$ cat src/rtl/dcache_refill_ctl.sv
// dcache_refill_ctl
//   Memory-side miss handler for the set-associative data cache. A miss,
//   optionally with a dirty victim, is accepted in IDLE. The victim line is
//   written back as BEATS single-beat writes. The missing line is then read
//   as one burst request, its beats are assembled into a LINE_W line, and the
//   line is returned with a one-cycle response pulse. The pipeline is stalled
//   from the first memory request until the last read beat has arrived.
//
// Ports
//   clk, rst              clock; asynchronous active-low reset
//   i_cache_miss          miss request, sampled only in IDLE
//   i_miss_addr           byte address of the missing line
//   i_evict               victim must be written back (sampled with the miss)
//   i_evict_addr/_data    victim line byte address and data
//   o_memory_line         assembled refill line
//   o_memory_response     one-cycle pulse: o_memory_line is valid
//   o_stall               hold the pipeline
//   o_mem_req/_we/_addr   memory request: valid, write(1)/read(0), byte addr
//   o_mem_wdata           write beat data
//   i_mem_gnt             request accepted when o_mem_req & i_mem_gnt
//   i_mem_rvalid/_rdata   read beat valid and data
module dcache_refill_ctl #(
  parameter int ADDR_W   = 32,
  parameter int LINE_W   = 512,
  parameter int BUS_W    = 32,
  parameter int OFFSET_W = 6
) (
  input  logic              clk,
  input  logic              rst,
  input  logic              i_cache_miss,
  input  logic [ADDR_W-1:0] i_miss_addr,
  input  logic              i_evict,
  input  logic [ADDR_W-1:0] i_evict_addr,
  input  logic [LINE_W-1:0] i_evict_data,
  output logic [LINE_W-1:0] o_memory_line,
  output logic              o_memory_response,
  output logic              o_stall,
  output logic              o_mem_req,
  output logic              o_mem_we,
  output logic [ADDR_W-1:0] o_mem_addr,
  output logic [BUS_W-1:0]  o_mem_wdata,
  input  logic              i_mem_gnt,
  input  logic              i_mem_rvalid,
  input  logic [BUS_W-1:0]  i_mem_rdata
);

  localparam int BEATS = LINE_W / BUS_W;
  localparam int CNT_W = (BEATS > 1) ? $clog2(BEATS) : 1;
  localparam logic [CNT_W-1:0]  LAST_BEAT  = CNT_W'(BEATS - 1);
  localparam logic [ADDR_W-1:0] BEAT_BYTES = ADDR_W'(BUS_W / 8);
  // Clears the line byte-offset bits of an address.
  localparam logic [ADDR_W-1:0] BASE_MASK  = ~((ADDR_W'(1) << OFFSET_W) - ADDR_W'(1));

  localparam logic [2:0] S_IDLE    = 3'd0;
  localparam logic [2:0] S_WB      = 3'd1;
  localparam logic [2:0] S_RD_REQ  = 3'd2;
  localparam logic [2:0] S_RD_DATA = 3'd3;
  localparam logic [2:0] S_RESP    = 3'd4;

  logic [2:0]        r_state;
  logic [CNT_W-1:0]  r_cnt;
  logic              r_resp;
  logic [LINE_W-1:0] r_line;
  logic [ADDR_W-1:0] r_miss_base;
  logic [ADDR_W-1:0] r_evict_base;
  logic [LINE_W-1:0] r_evict_data;
  logic [BUS_W-1:0]  w_wb_word;

  // Control state and the returned line; the line is cleared on reset.
  always_ff @(posedge clk or negedge rst) begin
    if (!rst) begin
      r_state <= S_IDLE;
      r_cnt   <= '0;
      r_resp  <= 1'b0;
      r_line  <= '0;
    end else begin
      r_resp <= 1'b0;
      case (r_state)
        S_IDLE: begin
          if (i_cache_miss) begin
            r_state <= i_evict ? S_WB : S_RD_REQ;
          end
        end
        S_WB: begin
          if (i_mem_gnt) begin
            if (r_cnt == LAST_BEAT) begin
              r_cnt   <= '0;
              r_state <= S_RD_REQ;
            end else begin
              r_cnt <= r_cnt + 1'b1;
            end
          end
        end
        S_RD_REQ: begin
          if (i_mem_gnt) begin
            r_state <= S_RD_DATA;
          end
        end
        S_RD_DATA: begin
          if (i_mem_rvalid) begin
            for (int b = 0; b < BEATS; b++) begin
              if (r_cnt == CNT_W'(b)) begin
                r_line[b*BUS_W +: BUS_W] <= i_mem_rdata;
              end
            end
            if (r_cnt == LAST_BEAT) begin
              r_cnt   <= '0;
              r_state <= S_RESP;
              r_resp  <= 1'b1;
            end else begin
              r_cnt <= r_cnt + 1'b1;
            end
          end
        end
        S_RESP: begin
          r_state <= S_IDLE;
        end
        default: begin
          r_state <= S_IDLE;
        end
      endcase
    end
  end

  // Miss context captured once per transaction; needs no reset because it is
  // only observed while a transaction it belongs to is in flight.
  always_ff @(posedge clk) begin
    if (r_state == S_IDLE && i_cache_miss) begin
      r_miss_base  <= i_miss_addr & BASE_MASK;
      r_evict_base <= i_evict_addr & BASE_MASK;
      r_evict_data <= i_evict_data;
    end
  end

  // Current write-back beat selected from the captured victim line.
  always_comb begin
    w_wb_word = '0;
    for (int b = 0; b < BEATS; b++) begin
      if (r_cnt == CNT_W'(b)) begin
        w_wb_word = r_evict_data[b*BUS_W +: BUS_W];
      end
    end
  end

  // Request outputs decode from registered state; address and data are
  // forced to zero whenever no request is presented.
  always_comb begin
    o_mem_req   = 1'b0;
    o_mem_we    = 1'b0;
    o_mem_addr  = '0;
    o_mem_wdata = '0;
    case (r_state)
      S_WB: begin
        o_mem_req   = 1'b1;
        o_mem_we    = 1'b1;
        o_mem_addr  = r_evict_base + ADDR_W'(r_cnt) * BEAT_BYTES;
        o_mem_wdata = w_wb_word;
      end
      S_RD_REQ: begin
        o_mem_req  = 1'b1;
        o_mem_addr = r_miss_base;
      end
      default: begin
      end
    endcase
  end

  assign o_stall           = (r_state == S_WB) || (r_state == S_RD_REQ) ||
                             (r_state == S_RD_DATA);
  assign o_memory_response = r_resp;
  assign o_memory_line     = r_line;

endmodule

$ cat config.mk
export PLATFORM = sky130hd
export DESIGN_NAME = dcache_refill_ctl
export DESIGN_NICKNAME = d
export VERILOG_FILES = /design/src/rtl/dcache_refill_ctl.sv
export SDC_FILE = /design/constraint.sdc
export NUM_CORES = 1
export LEC_CHECK = 0
export ABC_CLOCK_PERIOD_IN_PS = 94000
export BUFFER_PORTS_ARGS = -buffer_cell sky130_fd_sc_hd__buf_2
export CAP_MARGIN = 20
export CORE_AREA = 2 2 464 466
export DETAILED_ROUTE_END_ITERATION = 8
export DIE_AREA = 0 0 466 468
export HOLD_SLACK_MARGIN = 0.1
export PLACE_DENSITY = 0.49
export SYNTH_ARGS = -nofsm -noshare
export SYNTH_HDL_FRONTEND = slang
export SYNTH_SLANG_ARGS = --single-unit
$ cat constraint.sdc
create_clock -name clk -period 94 [get_ports clk]
set_input_delay 4.7 -clock clk [delete_from_list [all_inputs] [get_ports clk]]
set_output_delay 4.7 -clock clk [all_outputs]
set_load 0.005 [all_outputs]
# [Word-level counts from Yosys, hierarchy flattened]
# Index checks and enable logic that the tools add are counted.
[word_totals] in_bits=614 out_inout_bits=580 regBits=1084
[op_classes] add_sub_neg=2 reduce_logical=25 n_eq_ne=24 n_mux=35
[op_table] operator="32-bit 2-to-1 mux" n=17
[op_table] operator="32-bit case mux with 2 select lines" n=1
[op_table] operator="3-bit AND reduction" n=17
[op_table] operator="32-bit by 6-bit adder with 32-bit output" n=1
[op_table] operator="4-bit equality test, second input constant" n=8
[op_table] operator="3-bit 2-to-1 mux" n=6
[op_table] operator="4-bit by 3-bit equality test with 1-bit output, second input constant" n=4
[op_table] operator="4-bit 2-to-1 mux" n=3
[op_table] operator="2-bit != test, second input constant" n=6
[op_table] operator="3-bit case mux with 4 select lines" n=1
[op_table] operator="4-bit by 2-bit equality test with 1-bit output, second input constant" n=2
[op_table] operator="4-bit case mux with 2 select lines" n=1
[op_table] operator="3-bit by 2-bit equality test with 1-bit output, second input constant" n=2
[op_table] operator="6-bit AND reduction" n=1
[op_table] operator="1-bit 2-to-1 mux" n=5
[op_table] operator="4-bit by 1-bit adder with 4-bit output, second input constant" n=1
[op_table] operator="4-bit by 1-bit equality test with 1-bit output, second input constant" n=1
[op_table] operator="4-bit logical NOT" n=1
[op_table] operator="3-bit by 1-bit equality test with 1-bit output, second input constant" n=1
[op_table] operator="3-bit logical NOT" n=1
[op_table] operator="1-bit logical OR" n=2
[op_table] operator="2-bit 2-to-1 mux" n=1
[op_table] operator="2-bit nonzero test" n=1
[op_table] operator="2-bit OR reduction" n=1
[op_table] operator="1-bit logical AND" n=1

# [Logic depth before layout (Yosys ltp)]
[depth] depth_word=18 ltp_mapped=10

# [Worst setup path before layout]
# OpenSTA, ideal clock, no wires.
[synth_timing] path_type="input to register" start="input i_cache_miss" end="register r_evict_base[10], enable pin" setup_time_ns=3.068 arrival_time_ns=60.872 stages=1 path_slack_ns=30.060 required_time_ns=90.932 path_cell_list="nor4b_1"
[synth_via] elab_chain_cells=1
[synth_rtl] item="from (decl)" line="30" text="input logic i_cache_miss,"
[synth_rtl] item="1-bit logical AND" line="128" text="if (r_state == S_IDLE && i_cache_miss) begin"
[synth_rtl] item="to (signal assigned)" line="130" text="r_evict_base <= i_evict_addr & BASE_MASK;"
[synth_rtl] item="to (decl)" line="65" text="logic [ADDR_W-1:0] r_evict_base;"
# Every way passes these cells.
# A chain may end at the register's enable or synchronous reset.

# [Worst setup path after layout]
[layout_timing] start="register r_cnt[0]" end="output o_mem_wdata[21]"
[layout_via] elab_chain_cells=18 word_cells_on_any_way=33 cone_classes="eq/ne: 15; mux: 17; reduce/logical: 1"
[layout_rtl] item="from (decl)" line="61" text="logic [CNT_W-1:0] r_cnt;"
[layout_rtl] item="from (signal assigned)" line="90" text="r_cnt <= r_cnt + 1'b1;"
[layout_rtl] item="from (signal assigned)" line="111" text="r_cnt <= r_cnt + 1'b1;"
[layout_rtl] item="4-bit logical NOT" line="139" text="if (r_cnt == CNT_W'(b)) begin"
[layout_rtl] item="32-bit 2-to-1 mux (15 in a row)" line="139"
[layout_rtl] item="32-bit 2-to-1 mux *" line="139"
[layout_rtl] item="32-bit 2-to-1 mux *" line="152" text="case (r_state)"
[layout_rtl] item="to (decl)" line="41" text="output logic [BUS_W-1:0] o_mem_wdata,"
# Every way passes the cells marked *; elsewhere a longest branch is shown, timed or not.

==> run_results.csv <==
group,metric,value,unit
route,via_per_inst,4.27,
worst_setup_path,cp_max_fo,49,
route,dr.first_iter.drc_count,1837,
global_route,grt_pass1_wl,243000,um
worst_setup_path,worstPathRequired,89.30,ns
worst_setup_path,end_kind,"primary output",
route,routed_wl,182000,um
cells_and_area,drive_gt1_share,50.5,%
synthesis,seq_area_frac_synth,70.3,%
power_and_ir_drop,irDropWorstVdd,16.0,uV
timing,fin_crit,10.29,ns
clock_tree,cts_resized,0,
timing,rsz0062_at_grt,"no",
clock_tree,clock_latency,0.76,ns
worst_setup_path,crit_start,"r_cnt[0]",
min_path,holdCritPathClass,"flop to flop",
worst_setup_path,critPathArrivalTime,5.59,ns
clock_tree,path_clk_slew,0.06,ns
clock_tree,h-tree-depth,3,
worst_setup_path,crit_type,"flop to primary output",
synthesis,synth-xor-area-share,0.0206,%
clock_tree,cts_tree,"built",
clock_tree,cts_buffer_depth,3,
synthesis,synth_top_cell_by_area,"edfxtp_1",
timing,maxSlewHeadroom,20.9,%
worst_setup_path,cp_slowest_cell,"o221ai_1",
synthesis,syn_avg_cell_area,15.9,um^2
clock_tree,hold_buffers,0,
global_route,grtUsageTotal,16.0,%
worst_setup_path,critPathLaunchType,"flop",
run_status,outcome,"completed",
synthesis,synth_edf_count,564,
clock_tree,clock-sinks,1084,
die,rows,170,
power_and_ir_drop,p_leak,24.1,nW
cells_and_area,syn_to_final_growth,31.0,%
clock_tree,postCtsSetupBuffers,0,
power_and_ir_drop,total_power,1.74,mW
global_route,grt_pass1_vias,29500,
timing,worst_pin_slew,1.18,ns
die,die_height,468,um
global_route,grt-ovfl-total,0,
synthesis,syn_inst,2680,
timing,fin_hold_ws,0.478,ns
die,dieArea,218000,um^2
synthesis,synth_compound_area_share,9.21,%
timing,fin_crit_sh,10.9,%
cells_and_area,multi_input_area,11800,um^2
synthesis,synth_top_area_share,39.8,%
die,io_pins,1194,
run,drv_cap,0,
worst_setup_path,max_stage_delay,0.90,ns
place,routabilityCongestion,0.828,
worst_setup_path,r2r_cells,7,
timing,drv_slew,0,
worst_setup_path,path_common_cell,"buf_4",
worst_setup_path,crit_chain,"inv_1 > ha_4 > buf_4 > buf_4 > buf_4 > nor2_1 > a21oi_1 > a221oi_1 > o221ai_1 > o2111a_1 > buf_2",
synthesis,ys_ff_latch,1084,
place,port_buffers,1179,
route,drc,0,
synthesis,async_reset_ff_share,48.0,%
synthesis,synthMuxAreaShare,13.6,%
synthesis,synthFlopType,"edfxtp_1",
clock_tree,cts_inserted_buffers,118,
route,final_antenna_net_count,0,
power_and_ir_drop,pwr_density_cell,31.2,nW/um^2
synthesis,ys_types,63,
cells_and_area,fillers,22200,
die,start_util,20.0,%
timing,hold_viol_final,0,
die,die_w,466,um
route,via_count,29100,
synthesis,synth.area.top_cells,"edfxtp_1, dfrtp_1, mux2_2",
worst_setup_path,r2r-end,"o_memory_line[257]",
worst_setup_path,r2r_start,"r_cnt[0]",
timing,finalSetupViolations,0,
timing,clock_skew,0.0421,ns
clock_tree,cts-root-buf,"clkbuf_16",
route,wl_per_cell,26.7,um
synthesis,synth_top_family_by_area,"multiplexers",
worst_setup_path,endpoint,"o_mem_wdata[21]",
global_route,grt_max_degree,173,
synthesis,syn_area,42600,um^2
timing,setup_tns,0,ns
route,drt_pass1_iterations,5,
global_route,antenna_found_initial,99,
cells_and_area,final_util,26.2,%
timing,max_freq,0.0972,GHz
worst_setup_path,ff2ff_setup_slack,90.13,ns
die,core_area,213000,um^2
synthesis,synthSimpleGateAreaFrac,4.23,%
synthesis,yosys_warnings,0,
place,dp_hpwl,134000,um
cells_and_area,regArea,30000,um^2
cells_and_area,nNetsFinal,4448,
synthesis,synthAdderAreaFrac,0.117,%
-- synth_stat cells (43+ instances only) --
master	instances
dfrtp_1	520
o21ai_0	73
mux2_2	498
clkbuf_1	109
a211oi_1	46
a221oi_1	55
edfxtp_1	564
nor3b_1	43
a21oi_1	94
nor2_1	71
buf_2	98
nor2b_1	113
-- cells in the final DEF (no fill, tap or decap), drive strengths merged, types with 3 or more instances in the layout --
cell and instances:
a22o 28, diode 50, o41ai 22, nor3b 43, a31oi 8, a211oi 46, nor4b 3, edfxtp 564
a21oi 95, mux2 513, a32oi 5, clkinv 30, o21ai 73, nand2 19, o221a 21, and2 13
a22oi 8, bufinv 5, buf 1250, a21o 26, or2 4, inv 27, nand3 7, o22ai 15
o21a 7, o32ai 25, nor2b 113, dfrtp 520, nand2b 15, nor3 3, o2bb2ai 32, a221o 22
o2111a 6, o221ai 31, a221oi 55, clkbuf 174, nor2 72, ha 4
-- critical path: cells and delay by family (launching register included) --
family | cells | cell delay [ns]
DFF | 1 | 0.46
AOI/OAI and AO/OA | 4 | 1.51
adders and majority gates | 1 | 0.39
and+or+nand+nor | 1 | 0.24
buffers and inverters | 5 | 2.04
-- report_power, final --
part	internal, mW	total [mW]	switching, mW
Sequential	0.632	0.693	0.0608
Clock	0.263	0.463	0.200
Combinational	0.232	0.584	0.351
Total	1.13	1.74	0.612
-- layer usage --
layer,GRT usage (%),up-vias,wire length (um),share of wire (%)
li1,-,12600,-,-
met2,28.9,1240,93100,51
met5,0,-,503,0.28
met3,4.50,357,13300,7.3
met1,17.4,14800,67100,37
met4,6.82,84,8010,4.4
-- cells by family after synthesis --
kind of cell	Yosys count
buffers and inverters	242
AND/OR/NAND/NOR	305
multiplexers	515
other	1
adder cells (fa/ha/maj)	4
AO/OA/AOI/OAI	528
XOR/XNOR	1
flip-flops	1084
-- sequential cells by signal, indices dropped and copies added (netlist names) --
signal	cells
o_memory_line	512
o_memory_response	1
r_cnt	4
r_evict_base	26
r_evict_data	512
r_miss_base	26
r_state	3
-- how the worst min path moves through the flow --
stage | from | end | cells past startpoint
after floorplan | o_memory_line[161] | o_memory_line[161] | 1
after global placement | o_memory_line[263] | o_memory_line[263] | 1
after detailed placement | o_memory_line[161] | o_memory_line[161] | 1
after CTS | o_memory_line[161] | o_memory_line[161] | 1
after global routing | o_memory_line[263] | o_memory_line[263] | 1
final | o_memory_line[161] | o_memory_line[161] | 1
-- layout make-up --
cell class              count  share of cell area [%]
clock buffers             174                    6.07
inverters                  21                   0.143
clock inverters            43                   0.758
well taps                2838                    6.36
diodes                     50                   0.224
multi-input cells        1355                    21.1
repair buffers           1250                    11.6
flip-flops and latches   1084                    53.7
-- through the flow --
stage | instances | instance area, um^2 | worst slack, ns
5_1_grt | 6787 | 55700 | 83.49
2_1_floorplan | 2681 | 42600 | 30.06
3_3_place_gp | 6547 | 51900 | 84.45
6_report | 6815 | 55800 | 83.71
3_5_place_dp | 6547 | 51900 | 84.45
4_1_cts | 6764 | 55700 | 83.54
No activity file was read; power rests on OpenSTA's default activity.
